--- src/rtl/music_seq.sv ---
// Melody sequencer: turns one-cycle game events into timed tone-index sequences for the Buzzer.
// Optional background loop in idle is enabled by defining MUSIC_SEQ_BGM_EN (adds port i_bgm_on).
module music_seq #(
  parameter int NOTE_CYC = 25_000_000,
  parameter int GAP_CYC  = 2_500_000
) (
  input  logic       clk,
  input  logic       rst,
  input  logic       i_load_done,
  input  logic       i_perfect,
  input  logic       i_gameover,
`ifdef MUSIC_SEQ_BGM_EN
  input  logic       i_bgm_on,
`endif
  output logic [5:0] music_scale,
  output logic       o_busy,
  output logic       o_melody_done
);

  typedef enum logic [1:0] {ST_IDLE, ST_NOTE, ST_GAP} state_t;
  // Encoding order doubles as priority: a larger value preempts a smaller one.
  typedef enum logic [1:0] {MEL_BGM, MEL_LAND, MEL_PERFECT, MEL_GAMEOVER} melody_t;

  localparam int EV_LOAD  = 0;
  localparam int EV_GOVER = 1;

  localparam logic [31:0] NOTE_LEN  = 32'(NOTE_CYC);
  localparam logic [31:0] NOTE_LEN2 = 32'(2 * NOTE_CYC);
  localparam logic [31:0] GAP_LEN   = 32'(GAP_CYC);

  state_t      state_reg, state_next;
  melody_t     mel_reg, mel_next;
  logic [1:0]  idx_reg, idx_next;
  logic [31:0] cnt_reg, cnt_next;
  logic [5:0]  scale_reg, scale_next;
  logic        busy_reg, busy_next;
  logic        done_reg, done_next;

  logic [1:0]  evt_in, evt_prev_reg, evt_edge;
  logic        bgm_on;
  logic        trig_valid;
  melody_t     trig_mel;
  logic        playing_event;
  logic        accept;
  logic [31:0] cur_len;
  logic [1:0]  idx_inc;

`ifdef MUSIC_SEQ_BGM_EN
  assign bgm_on = i_bgm_on;
`else
  assign bgm_on = 1'b0;
`endif

  assign evt_in = {i_gameover, i_load_done};

  generate
    for (genvar gi = 0; gi < 2; gi++) begin : g_edge
      assign evt_edge[gi] = evt_in[gi] & ~evt_prev_reg[gi];
    end
  endgenerate

  function automatic logic [5:0] rom_note(input melody_t mel, input logic [1:0] idx);
    logic [5:0] note;
    note = 6'd0;
    case (mel)
      MEL_LAND: begin
        case (idx)
          2'd0:    note = 6'd8;
          2'd1:    note = 6'd10;
          default: note = 6'd0;
        endcase
      end
      MEL_PERFECT: begin
        case (idx)
          2'd0:    note = 6'd8;
          2'd1:    note = 6'd10;
          2'd2:    note = 6'd12;
          default: note = 6'd15;
        endcase
      end
      MEL_GAMEOVER: begin
        case (idx)
          2'd0:    note = 6'd12;
          2'd1:    note = 6'd10;
          2'd2:    note = 6'd8;
          default: note = 6'd1;
        endcase
      end
      default: begin
        case (idx)
          2'd0:    note = 6'd8;
          2'd1:    note = 6'd12;
          2'd2:    note = 6'd10;
          default: note = 6'd12;
        endcase
      end
    endcase
    return note;
  endfunction

  function automatic logic is_last(input melody_t mel, input logic [1:0] idx);
    return (mel == MEL_LAND) ? (idx == 2'd1) : (idx == 2'd3);
  endfunction

  function automatic logic [31:0] note_len(input melody_t mel, input logic [1:0] idx);
    logic [31:0] len;
    len = NOTE_LEN;
    if (mel == MEL_BGM || (mel == MEL_GAMEOVER && idx == 2'd3)) begin
      len = NOTE_LEN2;
    end
    return len;
  endfunction

  always_comb begin
    trig_valid = 1'b0;
    trig_mel   = MEL_LAND;
    if (evt_edge[EV_GOVER]) begin
      trig_valid = 1'b1;
      trig_mel   = MEL_GAMEOVER;
    end else if (evt_edge[EV_LOAD]) begin
      trig_valid = 1'b1;
      trig_mel   = i_perfect ? MEL_PERFECT : MEL_LAND;
    end
  end

  // The background loop never blocks an event; only a real melody can.
  assign playing_event = (state_reg != ST_IDLE) && (mel_reg != MEL_BGM);
  assign accept = trig_valid &&
                  (!playing_event || (trig_mel > mel_reg) ||
                   (trig_mel == MEL_LAND && mel_reg == MEL_LAND));

  assign cur_len = note_len(mel_reg, idx_reg);
  assign idx_inc = idx_reg + 2'd1;

  always_comb begin
    state_next = state_reg;
    mel_next   = mel_reg;
    idx_next   = idx_reg;
    cnt_next   = cnt_reg;
    scale_next = scale_reg;
    busy_next  = busy_reg;
    done_next  = 1'b0;

    if (accept) begin
      state_next = ST_NOTE;
      mel_next   = trig_mel;
      idx_next   = 2'd0;
      cnt_next   = 32'd0;
      scale_next = rom_note(trig_mel, 2'd0);
      busy_next  = 1'b1;
    end else begin
      unique case (state_reg)
        ST_IDLE: begin
          busy_next = 1'b0;
          if (bgm_on) begin
            state_next = ST_NOTE;
            mel_next   = MEL_BGM;
            idx_next   = 2'd0;
            cnt_next   = 32'd0;
            scale_next = rom_note(MEL_BGM, 2'd0);
          end else begin
            scale_next = 6'd0;
          end
        end

        ST_NOTE: begin
          if (mel_reg == MEL_BGM && !bgm_on) begin
            state_next = ST_IDLE;
            scale_next = 6'd0;
            cnt_next   = 32'd0;
          end else if (cnt_reg == cur_len - 32'd1) begin
            cnt_next   = 32'd0;
            scale_next = 6'd0;
            // The background loop gaps after its last note too, then wraps.
            if (is_last(mel_reg, idx_reg) && mel_reg != MEL_BGM) begin
              state_next = ST_IDLE;
              busy_next  = 1'b0;
              done_next  = 1'b1;
            end else begin
              state_next = ST_GAP;
            end
          end else begin
            cnt_next = cnt_reg + 32'd1;
          end
        end

        ST_GAP: begin
          if (mel_reg == MEL_BGM && !bgm_on) begin
            state_next = ST_IDLE;
            scale_next = 6'd0;
            cnt_next   = 32'd0;
          end else if (cnt_reg == GAP_LEN - 32'd1) begin
            state_next = ST_NOTE;
            idx_next   = idx_inc;
            cnt_next   = 32'd0;
            scale_next = rom_note(mel_reg, idx_inc);
          end else begin
            cnt_next = cnt_reg + 32'd1;
          end
        end

        default: begin
          state_next = ST_IDLE;
          scale_next = 6'd0;
          busy_next  = 1'b0;
          cnt_next   = 32'd0;
        end
      endcase
    end
  end

  always_ff @(posedge clk) begin
    if (rst) begin
      state_reg    <= ST_IDLE;
      mel_reg      <= MEL_LAND;
      idx_reg      <= 2'd0;
      cnt_reg      <= 32'd0;
      scale_reg    <= 6'd0;
      busy_reg     <= 1'b0;
      done_reg     <= 1'b0;
      // Held-high inputs must not look like fresh edges once reset releases.
      evt_prev_reg <= 2'b11;
    end else begin
      state_reg    <= state_next;
      mel_reg      <= mel_next;
      idx_reg      <= idx_next;
      cnt_reg      <= cnt_next;
      scale_reg    <= scale_next;
      busy_reg     <= busy_next;
      done_reg     <= done_next;
      evt_prev_reg <= evt_in;
    end
  end

  assign music_scale   = scale_reg;
  assign o_busy        = busy_reg;
  assign o_melody_done = done_reg;

endmodule

--- config.mk ---
export PLATFORM = sky130hd
export DESIGN_NAME = music_seq
export DESIGN_NICKNAME = d
export VERILOG_FILES = /design/src/rtl/music_seq.sv
export SDC_FILE = /design/constraint.sdc
export NUM_CORES = 1
export LEC_CHECK = 0
export ABC_AREA = 1
export CAP_MARGIN = 25
export CELL_PAD_IN_SITES_DETAIL_PLACEMENT = 1
export CELL_PAD_IN_SITES_GLOBAL_PLACEMENT = 1
export CORE_ASPECT_RATIO = 1.4
export CORE_UTILIZATION = 25
export CTS_CLUSTER_DIAMETER = 80
export DETAILED_ROUTE_END_ITERATION = 8
export PLACE_DENSITY = 0.6
export SYNTH_ARGS = -nofsm -noshare
export SYNTH_HDL_FRONTEND = slang
export SYNTH_SLANG_ARGS = --single-unit
--- constraint.sdc ---
create_clock -name clk -period 5.2 [get_ports clk]
set_clock_uncertainty 0.1 [all_clocks]
set_input_delay 1.04 -clock clk [delete_from_list [all_inputs] [get_ports clk]]
set_output_delay 1.04 -clock clk [all_outputs]
set_load 0.05 [all_outputs]
# Word-level counts from Yosys, hierarchy flattened
# Cells that the tools add are included.
# Widths: inputs -> output; s select.
dict set report classes {
  addsub 3
  order_cmp 1
  eq_ne 22
  n_mux 37
  bitwise_logic 8
  reduce_logical 21
}
# operator count
set op_table {}
lappend op_table {{$mux 32} 4}
lappend op_table {{$pmux 32 s3} 1}
lappend op_table {{$add 32x1->32 const B} 1}
lappend op_table {{$eq 32x22->1 const B} 1}
lappend op_table {{$eq 32x32->1} 1}
lappend op_table {{$sub 32x1->32 const B} 1}
lappend op_table {{$mux 6} 5}
lappend op_table {{$mux 26} 1}
lappend op_table {{$pmux 6 s3} 1}
lappend op_table {{$mux 2} 8}
lappend op_table {{$ne 3x3->1 const B} 5}
lappend op_table {{$eq 2x2->1 const B} 6}
lappend op_table {{$pmux 4 s3} 1}
lappend op_table {{$pmux 6 s2} 1}
lappend op_table {{$eq 2x1->1 const B} 5}
lappend op_table {{$mux 1} 9}
lappend op_table {{$pmux 3 s3} 1}
lappend op_table {{$reduce_and 3->1} 3}
lappend op_table {{$ne 4x4->1 const B} 2}
lappend op_table {{$pmux 4 s2} 1}
lappend op_table {{$logic_not 2->1} 3}
lappend op_table {{$not 1->1} 6}
lappend op_table {{$pmux 2 s3} 1}
lappend op_table {{$pmux 3 s2} 1}
lappend op_table {{other kinds (14)} 23}
dict set report totals {
  reg_bits 48
  in_bits 5
  elab_cells 101
}

# Logic depth before layout (Yosys ltp)
dict set report logic_depth {
  depth_word 10
  depth_mapped 15
}

# Least setup slack after synthesis
# No wires, ideal clock.
dict set report synth_path {
  kind {input to register}
  start {input port i_gameover}
  end {register scale_reg[0] (netlist: music_scale[0])}
  setup_ns 0.064
  t_arrival_ns 2.556
  path_slack_ns 2.480
  path_stages 14
  n_path_buf 1
  path_cell_list {inv_1 or2_2 nand2_1 ha_1 inv_1 nor2_1 o21ai_0 nand4_1 nand2_1 buf_2 nand4_1 nand2_1 nand2_1 nor2_1}
}
dict set report synth_between {
  elab_chain_len 8
  elab_cells_between_ends 13
  classes_between {order compare (1); eq/ne (3); mux (3); bitwise (1); reduce/logical (5)}
}
# element line
set synth_rtl {}
lappend synth_rtl {{from (decl)} 11} ;# input logic i_gameover,
lappend synth_rtl {{$and 1x1->1 *} 58} ;# assign evt_edge[gi] = evt_in[gi] & ~evt_prev_reg[gi];
lappend synth_rtl {{$mux 2 *} 117} ;# if (evt_edge[EV_GOVER]) begin
lappend synth_rtl {{net trig_mel[1]} 42} ;# melody_t trig_mel;
lappend synth_rtl {{$gt 2x2->1 / $eq 2x1->1 (equally long branches)} {129, 65, 130}}
lappend synth_rtl {{$logic_or 1x1->1 / $logic_and 1x1->1 (equally long branches)} {129, 130}}
lappend synth_rtl {{$logic_or 1x1->1 *} 129} ;# (!playing_event || (trig_mel > mel_reg) ||
lappend synth_rtl {{$logic_and 1x1->1 *} 128} ;# assign accept = trig_valid &&
lappend synth_rtl {{$ne 4x4->1 (no line)} --}
lappend synth_rtl {{$reduce_and 2->1 (no line)} --}
lappend synth_rtl {{to (signal assigned)} 228} ;# scale_reg <= scale_next;
lappend synth_rtl {{to (decl)} 35} ;# logic [5:0] scale_reg, scale_next;
# The timed path passes the listed nets; every way through them passes the cells marked *.
# A chain may end at the register's enable or synchronous reset.

# Worst setup path in the final report
dict set report layout_path {
  start {input port i_gameover}
  end {register cnt_reg[12]}
}
dict set report layout_between {
  elab_chain_len 7
  elab_cells_between_ends 10
  classes_between {order compare (1); eq/ne (1); mux (2); bitwise (1); reduce/logical (5)}
}
# element line
set layout_rtl {}
lappend layout_rtl {{$and 1x1->1 *} 58}
lappend layout_rtl {{$mux 2 *} 117}
lappend layout_rtl {{net trig_mel[1]} 42}
lappend layout_rtl {{$gt 2x2->1 / $eq 2x1->1 (equally long branches)} {129, 130}}
lappend layout_rtl {{$logic_or 1x1->1 / $logic_and 1x1->1 (equally long branches)} {129, 130}}
lappend layout_rtl {{$logic_or 1x1->1 *} 129}
lappend layout_rtl {{$logic_and 1x1->1 *} 128}
lappend layout_rtl {{$reduce_or 2->1 (no line) *} --}
lappend layout_rtl {{to (signal assigned)} 227} ;# cnt_reg <= cnt_next;
lappend layout_rtl {{to (decl)} 34} ;# logic [31:0] cnt_reg, cnt_next;
# Marks and branches as above.

==> flow_metrics.py <==
metrics = {
    "run_status": {
        "status": "completed",
    },
    "timing": {
        "setup_violations": 0,
        "fmaxAchievable_ghz": 0.256,
        "max-slew-margin-rel": 0.311,
        "tns_ns": 0,
        "drv_slew": 0,
        "fin_crit_ns": 3.91,
        "hold_viol": 0,
        "period_share": 0.751,
        "worst_hold_slack_ns": 0.374,
        "rsz0062_at_grt": "false",
        "worst_pin_slew_ns": 1.03,
    },
    "cells_and_area": {
        "mostFrequentLayoutCells": "nand2_1 (136), nor2_1 (56), dfxtp_1 (46), inv_1 (43), a21oi_1 (42)",
        "mostFrequentLayoutCell": "nand2_1",
        "largest_reg_flops": 32,
        "antennaDiodeCount": 0,
        "drive_above_1_share": 0.0747,
        "nets": 511,
        "area_growth_pct": 11.0,
    },
    "floorplan": {
        "num_rows": 48,
        "die_area_um2": 13100,
        "fp.dieW_um": 97.2,
        "boundaryPins": 13,
        "initial_core_util": 0.256,
        "die_h_um": 135,
        "core_um2": 12400,
    },
    "route": {
        "drtIter0Drc": 111,
        "routed_via_density": 4.82,
        "ant_nets": 0,
        "drc": 0,
        "wirelength_mm": 9.60,
        "routedWlPerCell_um": 14.9,
        "drt_pass1_iterations": 4,
        "vias": 3112,
    },
    "placement": {
        "port_buffers": 10,
        "hpwlAfterDp_mm": 7.22,
        "gp_congestion": 0.850,
    },
    "min_path": {
        "hold_class": "register to register",
    },
    "cts": {
        "cts.sinks": 46,
        "tritoncts": "built",
        "cts-buffers-inserted": 5,
        "clk_pin_slew_worst_paths_ns": 0.06,
        "cts_hold_buf": 0,
        "post_cts_buffers": 0,
        "cts_root_buf": "clkbuf_16",
        "cts_buffer_depth": 2,
        "cts_max_level": 2,
        "ctsResizeCount": 0,
        "clock_latency_ns": 0.29,
    },
    "grt": {
        "grtUsageMet1": 0.158,
        "use_met2": 0.300,
        "grt_overflow": 0,
        "first_global_vias": 3349,
        "grt_pass1_wl_mm": 16.0,
        "antenna_found_initial": 0,
        "grt_usage": 0.153,
        "busiest_layer": "met2",
        "grt_use_met3": 0.0201,
        "grt_max_degree": 35,
    },
    "setup_path": {
        "cp.arrival_ns": 4.03,
        "crit_path_max_fanout": 18,
        "cp.required_ns": 5.32,
        "end_kind": "register",
        "start_kind": "primary input",
        "criticalPathCategory": "primary input to register",
    },
    "power": {
        "powerDensity_nw_per_um2": 246,
        "p_total_uw": 867,
        "p_leak_uw": 0.00127,
        "vdd_drop_max_uv": 110,
    },
    "run": {
        "maxCapViolCount": 0,
    },
    "logic_synthesis": {
        "synth_cell_types": 37,
        "synth_top_area_share": 0.291,
        "avgSynthCellArea_um2": 6.43,
        "synth.area.top_cells": "dfxtp_1 (29%), nand2_1 (16%), nor2_1 (6.8%)",
        "ys_warn_count": 0,
        "syn_area_um2": 3170,
        "synth_area_leader_cell": "dfxtp_1",
        "seq_area_frac_synth": 0.291,
        "ys_ff_latch": 46,
        "netlist_instances": 493,
    },
}
-- worst paths after layout --
kind	slack (ns)	endpoint	depth (start not counted)	from
worst min register to register	0.37	o_busy	2	o_busy
worst max-delay path	1.29	cnt_reg[12]	13	i_gameover
worst max register to register	2.22	cnt_reg[12]	11	evt_prev_reg[1]
worst min-delay path	0.37	o_busy	2	o_busy
-- synthesized netlist by cell type, drive strengths merged --
| cell type | number |
|---|---|
| nand2 | 143 |
| nor2 | 62 |
| inv | 49 |
| dfxtp | 46 |
| a21oi | 43 |
| nand3 | 43 |
| xor2 | 17 |
| buf | 14 |
| nand4 | 14 |
| nand3b | 13 |
| ha | 12 |
| o21ai | 10 |
| nor3 | 9 |
| clkbuf | 6 |
| a31oi | 3 |
| or2 | 2 |
| a21boi | 1 |
| a31o | 1 |
| conb | 1 |
| nor3b | 1 |
| o211ai | 1 |
| o31ai | 1 |
| xnor2 | 1 |
-- cell families after synthesis --
logic type / count (synthesis) / synth area share
AO/OA/AOI/OAI: 60 / 0.101
XOR/XNOR: 18 / 0.0497
AND/OR/NAND/NOR: 287 / 0.416
flip-flops: 46 / 0.291
adder cells (fa/ha/maj): 12 / 0.0474
buffers and inverters: 69 / 0.0943
other: 1 / 0.00118
-- area by class of cell --
class	count	area [µm²]
fillers	1590	8850
well taps	150	188
multi-input cells	379	1960
repair buffers	13	123
inverters	49	184
flip-flops and latches	46	921
clock inverters	1	5.00
clock buffers	7	143
-- power breakdown --
| part | switching (µW) | internal, µW | total (µW) | leakage, µW |
|---|---|---|---|---|
| Combinational | 127 | 39.6 | 167 | 0.000829 |
| Clock | 143 | 191 | 334 | 0.0000739 |
| Sequential | 6.33 | 360 | 366 | 0.000372 |
-- routing by layer --
layer  vias to the layer above  part of all wire
met5                         -                 0
met4                         0             0.030
met3                        17             0.021
met2                        36              0.54
met1                      1474              0.41
li1                       1585                 -
-- worst max-delay path, stage by stage --
cell and delay (ns):
clkdlybuf4s50_1 0.45, inv_1 0.04, or2_2 0.30, nand2_1 0.10
ha_1 0.24, inv_1 0.06, nor2_1 0.03, o21ai_0 0.15
nand4_1 0.15, nand2_1 0.34, nand2_1 0.56, buf_4 0.41
a21oi_1 0.14
-- stage by stage --
stage	setup slack (ns)	std cells	instance area [µm²]	utilization
3_5_place_dp	0.968	637	3370	0.272
6_report	1.29	645	3520	0.284
2_1_floorplan	2.48	494	3170	-
4_1_cts	1.27	645	3520	0.284
5_1_grt	0.995	645	3520	0.284
3_3_place_gp	1.13	637	3370	0.272
Note: power is estimated with default switching activity, not from simulation.
